### config.mk
export PLATFORM = sky130hd
export DESIGN_NAME = left_shift_pipe
export DESIGN_NICKNAME = d
export VERILOG_FILES = /design/src/rtl/left_shift_pipe.sv
export SDC_FILE = /design/constraint.sdc
export NUM_CORES = 1
export LEC_CHECK = 0
export CAP_MARGIN = 30
export CORE_MARGIN = 1.5
export CORE_UTILIZATION = 50
export DETAILED_ROUTE_END_ITERATION = 7
export PLACE_DENSITY = 0.83
export SYNTH_ARGS = -nofsm -noshare
export SYNTH_HDL_FRONTEND = slang
export SYNTH_SLANG_ARGS = --single-unit
export TNS_END_PERCENT = 30
### constraint.sdc
create_clock -name CLK -period 3.6 [get_ports CLK]
set_input_delay 0.72 -clock CLK [delete_from_list [all_inputs] [get_ports CLK]]
set_output_delay 0.72 -clock CLK [all_outputs]
set_load 0.03 [all_outputs]
### src/rtl/left_shift_pipe.sv
// left_shift_pipe: request queue feeding a registered left shifter with shifted-out-ones flag
module left_shift_pipe #(
    parameter int DATA_WIDTH  = 8,
    parameter int SHIFT_WIDTH = $clog2(DATA_WIDTH),
    parameter int FIFO_DEPTH  = 4
) (
    input  logic                        CLK,
    input  logic                        RST_N,
    input  logic                        IN_VALID,
    output logic                        IN_READY,
    input  logic [DATA_WIDTH-1:0]       IDATA,
    input  logic [SHIFT_WIDTH-1:0]      N_SHIFT,
    output logic                        OUT_VALID,
    input  logic                        OUT_READY,
    output logic [DATA_WIDTH-1:0]       ODATA,
    output logic                        OUT_LOST,
    output logic [$clog2(FIFO_DEPTH):0] COUNT
);
    localparam int PW = $clog2(FIFO_DEPTH);
    localparam logic [PW:0] FULL = (PW+1)'(FIFO_DEPTH);

    logic [DATA_WIDTH-1:0]  r_mem_data  [FIFO_DEPTH];
    logic [SHIFT_WIDTH-1:0] r_mem_shift [FIFO_DEPTH];
    logic [PW-1:0]          r_wr_ptr;
    logic [PW-1:0]          r_rd_ptr;
    logic [PW:0]            r_count;
    logic                   r_out_valid;
    logic                   r_out_lost;
    logic [DATA_WIDTH-1:0]  r_out_data;

    logic                   w_push;
    logic                   w_pop;
    logic [DATA_WIDTH-1:0]  w_head_data;
    logic [SHIFT_WIDTH-1:0] w_head_shift;
    logic [DATA_WIDTH-1:0]  w_shifted;
    logic [DATA_WIDTH-1:0]  w_lost_mask;

    assign IN_READY     = r_count != FULL;
    assign w_push       = IN_VALID & IN_READY;
    assign w_pop        = (r_count != '0) & (~r_out_valid | OUT_READY);
    assign w_head_data  = r_mem_data[r_rd_ptr];
    assign w_head_shift = r_mem_shift[r_rd_ptr];
    assign w_shifted    = w_head_data << w_head_shift;
    assign w_lost_mask  = ~({DATA_WIDTH{1'b1}} >> w_head_shift);

    // queue storage carries no reset; only pointers and count define validity
    always_ff @(posedge CLK) begin
        if (w_push) begin
            r_mem_data[r_wr_ptr]  <= IDATA;
            r_mem_shift[r_wr_ptr] <= N_SHIFT;
        end
    end

    // pointers wrap naturally at the power-of-two depth; count tracks push minus pop
    always_ff @(posedge CLK or negedge RST_N) begin
        if (!RST_N) begin
            r_wr_ptr <= '0;
            r_rd_ptr <= '0;
            r_count  <= '0;
        end else begin
            r_wr_ptr <= w_push ? r_wr_ptr + PW'(1) : r_wr_ptr;
            r_rd_ptr <= w_pop ? r_rd_ptr + PW'(1) : r_rd_ptr;
            r_count  <= r_count + (PW+1)'(w_push) - (PW+1)'(w_pop);
        end
    end

    // output register loads the shifted head on pop, empties when consumed with nothing queued
    always_ff @(posedge CLK or negedge RST_N) begin
        if (!RST_N) begin
            r_out_valid <= 1'b0;
            r_out_data  <= '0;
            r_out_lost  <= 1'b0;
        end else if (w_pop) begin
            r_out_valid <= 1'b1;
            r_out_data  <= w_shifted;
            r_out_lost  <= |(w_head_data & w_lost_mask);
        end else if (OUT_READY) begin
            r_out_valid <= 1'b0;
        end
    end

    assign OUT_VALID = r_out_valid;
    assign ODATA     = r_out_data;
    assign OUT_LOST  = r_out_lost;
    assign COUNT     = r_count;
endmodule

==> impl_metrics.tcl, run 1 <==
set metrics [dict create \
    dp_hpwl_microns 2980 \
    worstPathRequired_ps 3860 \
    final_area_sq_um 3180 \
    ys_ff_latch 61 \
    gp_congestion 0.781 \
    min_path_type "reg2reg" \
    tightest_slew_ps 725 \
    crit_slowest_cell "clkdlybuf4s50_1" \
    placed_area_sq_um 3020 \
    antenna_cells 0 \
    r2r_start "r_rd_ptr[0]" \
    drtIter0Drc 91 \
    drt_pass1_iterations 4 \
    path_max_fanout 12 \
    clockBufferDepth 2 \
    root_buffer "clkbuf_8" \
    peakVddDrop_mv 0.448 \
    ant_nets 0 \
    layout_commonest_cell "edfxtp_1" \
    ctsHtreeMaxLevel 3 \
    coreArea_sq_um 5140 \
    gr-total-overflow 0 \
    crit_path_cell_trace "clkdlybuf4s50_1, inv_1, a21o_1, clkinv_1, ha_1, inv_1, ha_1, inv_1, fa_1, xnor2_1, xnor2_1" \
    synth.largest_area_cell "edfxtp_1" \
    rows 26 \
    min_period_ps 2630 \
    p_sw_mw 1.06 \
    p_seq_share_pct 38.9 \
    yosys_warnings 0 \
    postCtsHoldBufs 0 \
    critPathMaxStageDelay_ps 400 \
    path_clk_slew_ps 70 \
    grt_pass1_vias 1409 \
    cp-end-kind "flop" \
    avgSynthCellArea_sq_um 16.2 \
    routedWlPerCell_microns 15.9 \
    r2r_end "ODATA[6]" \
    outcome "finished clean" \
    wl_microns 4360 \
    ff2ff_path_depth 5 \
    viasPerCell 5.30 \
    final_nets 222 \
    maxCapViolations 0 \
    crit_top_cell "inv_1" \
    cts_setup_buffers 0 \
    clock_latency_ps 330 \
    drive_gt1_share_pct 8.82 \
    vias 1451 \
    hold_slack_ps 496 \
    rsz0062_at_grt "false" \
    tns_ps 0 \
    p_int_mw 1.76 \
    track_usage_pct 16.9 \
    relSlewSlack_pct 51.5 \
    placedCellCount 259 \
    finalSetupViolations 0 \
    grt_pass1_wl_microns 7230 \
    antenna_found_initial 0 \
    hold_depth 2 \
    drt_drc_violations_left 0 \
    final.period_utilization_pct 73.1 \
    cts_tree "done" \
    setup.worst_path.class "in2reg" \
    max_freq_mhz 380 \
    final_cell_mix "edfxtp_1, clkdlybuf4s50_1, dfrtp_1" \
    drv_slew 0 \
    postSynthNetCount 188 \
    fin_skew_ps 7.26 \
    postSynthCellCount 166 \
    cts_resized 0 \
    arrival_ps 2890 \
    clkPwrFrac_pct 17.2 \
    p_leak_nw 1.20 \
    synth_cell_types 36 \
    fp.dieW_microns 76.3 \
    fp.dieH_microns 76.3 \
    p_comb_share_pct 43.8 \
    utilization_pct 61.8 \
    yosys-top-cells-area "edfxtp_1, dfrtp_1, mux4_1" \
    yosys.area.top_type_share_pct 49.2 \
    start_util_pct 52.2 \
    hp-start "ODATA[1]" \
    final-hold-violation-count 0 \
    cts_buffers 9 \
    io_pins 29 \
    area_growth_pct 18.3 \
    port_buffers 28 \
    synthesis.area_sq_um 2690 \
    finalNonFillerCells 274 \
    min_to "ODATA[1]" \
    synth.yosys.seq_area_share_pct 65.1 \
    grt_max_degree 18 \
    die_area_sq_um 5820 \
    startpoint_type "input port" \
    rrSetupSlack_ps 990 \
    cts_sinks 61 \
    powerDensity_nw_per_um2 888 \
    swShare_pct 37.6 \
]
## how the worst max path moves through the flow
stage                      startpoint  endpoint  slack (ps)  cells past startpoint
after global routing      r_rd_ptr[0]  ODATA[6]         810                      5
after detailed placement    OUT_READY  COUNT[2]         600                     11
after global placement      OUT_READY  COUNT[2]         690                     11
after CTS                   OUT_READY  COUNT[2]         960                     11
final                       OUT_READY  COUNT[2]         970                     11
after floorplan              COUNT[1]  COUNT[2]        1120                     11
## cells by family after synthesis
family | Yosys count | synth area share (%)
buffers and inverters | 14 | 2.66
muxes | 21 | 14.2
adders and majority gates | 7 | 3.54
DFF | 61 | 65.1
xor gates and xnor gates | 5 | 1.63
AOI/OAI and AO/OA | 25 | 6.90
and+or+nand+nor | 33 | 6.01
## cells in the mapped netlist
cell	n
buf_4	2
a2bb2oi_1	1
o32ai_2	1
inv_1	7
edfxtp_1	44
o22a_1	1
nand2_1	10
a222oi_1	1
a211o_1	1
clkinv_1	1
nor2b_1	4
mux4_1	9
a211oi_1	2
or2_4	1
mux2i_1	10
buf_2	3
o31ai_1	3
o41ai_1	1
o21ai_0	3
fa_1	1
o22ai_1	2
mux4_2	2
xnor2_1	5
nand3_1	1
nor2_1	8
a21o_1	1
ha_1	6
a21oi_1	5
dfrtp_1	17
a22o_1	3
and3_1	4
or3_1	1
and2_1	1
buf_6	1
nand2b_1	2
nor3_1	1
## power groups by stage
stage          sequential [mW]  clock [mW]  combinational, mW
3_5_place_dp              1.12           0               1.24
6_report                  1.10       0.486               1.24
5_1_grt                   1.13       0.532               1.35
2_1_floorplan             1.17           0              0.858
4_1_cts                   1.10       0.498               1.24
3_3_place_gp              1.11           0               1.22
## per-stage QoR
| step | setup slack [ps] | total power [mW] |
|---|---|---|
| after CTS | 963 | 2.85 |
| final | 968 | 2.82 |
| after global placement | 685 | 2.32 |
| after global routing | 806 | 3.01 |
| after floorplan | 1120 | 2.03 |
| after detailed placement | 600 | 2.36 |
## layer usage
| metal | GRT usage (%) | part of all wire, % |
|---|---|---|
| met2 | 26.6 | 48 |
| met5 | 0 | 0 |
| met1 | 21.5 | 45 |
| met3 | 5.75 | 4.6 |
| met4 | 7.22 | 1.5 |
## worst max-delay path, delay by kind of cell
family | cells | cell delay, ps
AO/OA/AOI/OAI | 1 | 340
adder cells (fa/ha/maj) | 3 | 780
XOR/XNOR | 2 | 320
buffers and inverters | 5 | 730
## state kept, by name, summed over array words and instances, names as in the netlist
name / flops
r_mem_shift: 12
OUT_LOST: 1
r_rd_ptr: 2
r_wr_ptr: 2
OUT_VALID: 1
ODATA: 8
r_mem_data: 32
COUNT: 3
## area by class of cell
class	instances	area, sq um
clock buffer	10	128
fill	414	1960
multi-input combinational	91	867
timing repair buffer	29	288
sequential	61	1750
clock inverter	5	28.8
tap	70	87.6
inverter	8	30.0
No activity file was read; power rests on OpenSTA's default activity.
==> inputs of run 2 (changes only) <==
Clock period 3.6 ns to 2.6 ns, I/O delays scaled along.
==> run 2 against run 1 <==
Net effect: sequential power grew 35%; die area stayed put; hold slack worse by 21 ps; final cell count increased by 2.6%; utilization rose by 1.6 points; sequential cell count stayed put; global-route usage shrank 0.13 points; first-iteration DRC count up 37%; critical path depth decreased by 5; combinational power up 47%; non-clock buffer count up 6.
==> impl_metrics.tcl, run 2 (synthesized netlist as in run 1, its figures left out) <==
set metrics [dict create \
    outcome "finished clean" \
    port_buffers 28 \
    fill_cells 393 \
    r2r_start "r_rd_ptr[0]" \
    final_area_sq_um 3260 \
    top_register "r_mem_data" \
    cts_resized 0 \
    clockBufferDepth 2 \
    setup.worst_path.class "reg2reg" \
    worstSetupStartpoint "r_rd_ptr[0]" \
    drtIter0Drc 125 \
    dp_slack_ps 78.3 \
    multi_input_area_sq_um 867 \
    cp-end-kind "flop" \
    drt_drc_violations_left 0 \
    final.period_utilization_pct 87.0 \
    startpoint_type "flop" \
    grt_pass1_vias 1487 \
    path_clk_slew_ps 70 \
    largest_reg_flops 32 \
    grt_pass1_wl_microns 7270 \
    rows 26 \
    grt_max_degree 18 \
    drv_slew 0 \
    powerDensity_nw_per_um2 1260 \
    viasPerCell 5.32 \
    hp-start "ODATA[1]" \
    final-hold-violation-count 0 \
    finalSetupViolations 0 \
    placedCellCount 265 \
    antenna_found_initial 0 \
    min_path_type "reg2reg" \
    wl_microns 4380 \
    die_area_sq_um 5820 \
    final_nets 228 \
    drive_gt1_share_pct 11.8 \
    cts_setup_buffers 0 \
    gp_congestion 0.856 \
    dp_hpwl_microns 3040 \
    path_max_fanout 9 \
    routedWlPerCell_microns 15.6 \
    tns_ps 0 \
    ant_nets 0 \
    gr-total-overflow 0 \
    track_usage_pct 16.8 \
    fp.dieH_microns 76.3 \
    vias 1494 \
    area_growth_pct 21.3 \
    placed_area_sq_um 3060 \
    max_freq_mhz 442 \
    cts_sinks 61 \
    io_pins 29 \
    fp.dieW_microns 76.3 \
    p_leak_nw 1.25 \
    postCtsHoldBufs 0 \
    tightest_slew_ps 792 \
    rsz0062_at_grt "false" \
    coreArea_sq_um 5140 \
    min_period_ps 2260 \
    fin_skew_ps 7.85 \
    finalNonFillerCells 281 \
    maxCapViolations 0 \
    final_cell_mix "edfxtp_1, clkdlybuf4s50_1, dfrtp_1" \
    layout_commonest_cell "edfxtp_1" \
    drt_pass1_iterations 4 \
    worstPathRequired_ps 2870 \
    start_util_pct 52.2 \
    finalWorstSetupSlack_ps 339 \
    cts_tree "done" \
    peakVddDrop_mv 0.539 \
    cts_buffers 9 \
    root_buffer "clkbuf_8" \
    antenna_cells 0 \
    clock_latency_ps 330 \
    ctsHtreeMaxLevel 3 \
    relSlewSlack_pct 47.1 \
    ff_latch_area_sq_um 1750 \
    arrival_ps 2540 \
]
[run 2: metal layers]
| layer | GRT usage, % | vias up | share of wire (%) |
|---|---|---|---|
| li1 | - | 726 | - |
| met1 | 20.9 | 723 | 44 |
| met2 | 27.0 | 31 | 50 |
| met3 | 3.71 | 14 | 3.1 |
| met4 | 10.2 | 0 | 3.4 |
| met5 | 0 | - | 0 |
[run 2: final cells by class]
class,count,area share [%]
clock inverters,4,1.46
clock buffers,12,4.46
repair buffers,35,10.2
flip-flops and latches,61,53.6
well taps,70,2.69
inverters,8,0.922
multi-input cells,91,26.6
[run 2: through the flow]
step | utilization, % | hold slack, ps | power, mW
final | 63.4 | 475 | 4.11
after global routing | 63.4 | 506 | 4.36
after CTS | 63.4 | 481 | 4.15
after detailed placement | 59.6 | 467 | 3.33
after global placement | 59.6 | 462 | 3.27
after floorplan | - | 224 | 2.81
[run 2: where the power goes]
group,internal (mW),switching (mW)
Sequential,1.33,0.160
Combinational,0.836,0.988
Clock,0.466,0.339
Total,2.63,1.49
[run 2: final timing paths]
kind | endpoint | slack, ps | depth (start not counted)
worst max-delay path | ODATA[6] | 340 | 6
worst min-delay path | ODATA[1] | 480 | 2
worst max register to register | ODATA[6] | 340 | 6
worst min register to register | ODATA[1] | 480 | 2
max in group asynchronous | ODATA[2] | 1450 | 1
min in group asynchronous | r_wr_ptr[0] | 650 | 1
[run 2: worst max-delay path, stage by stage (launching register included)]
cell	delay (ps)
dfrtp_1	530
mux4_1	730
buf_4	230
nand2_1	100
nand2_1	60
a222oi_1	380
a22o_1	180
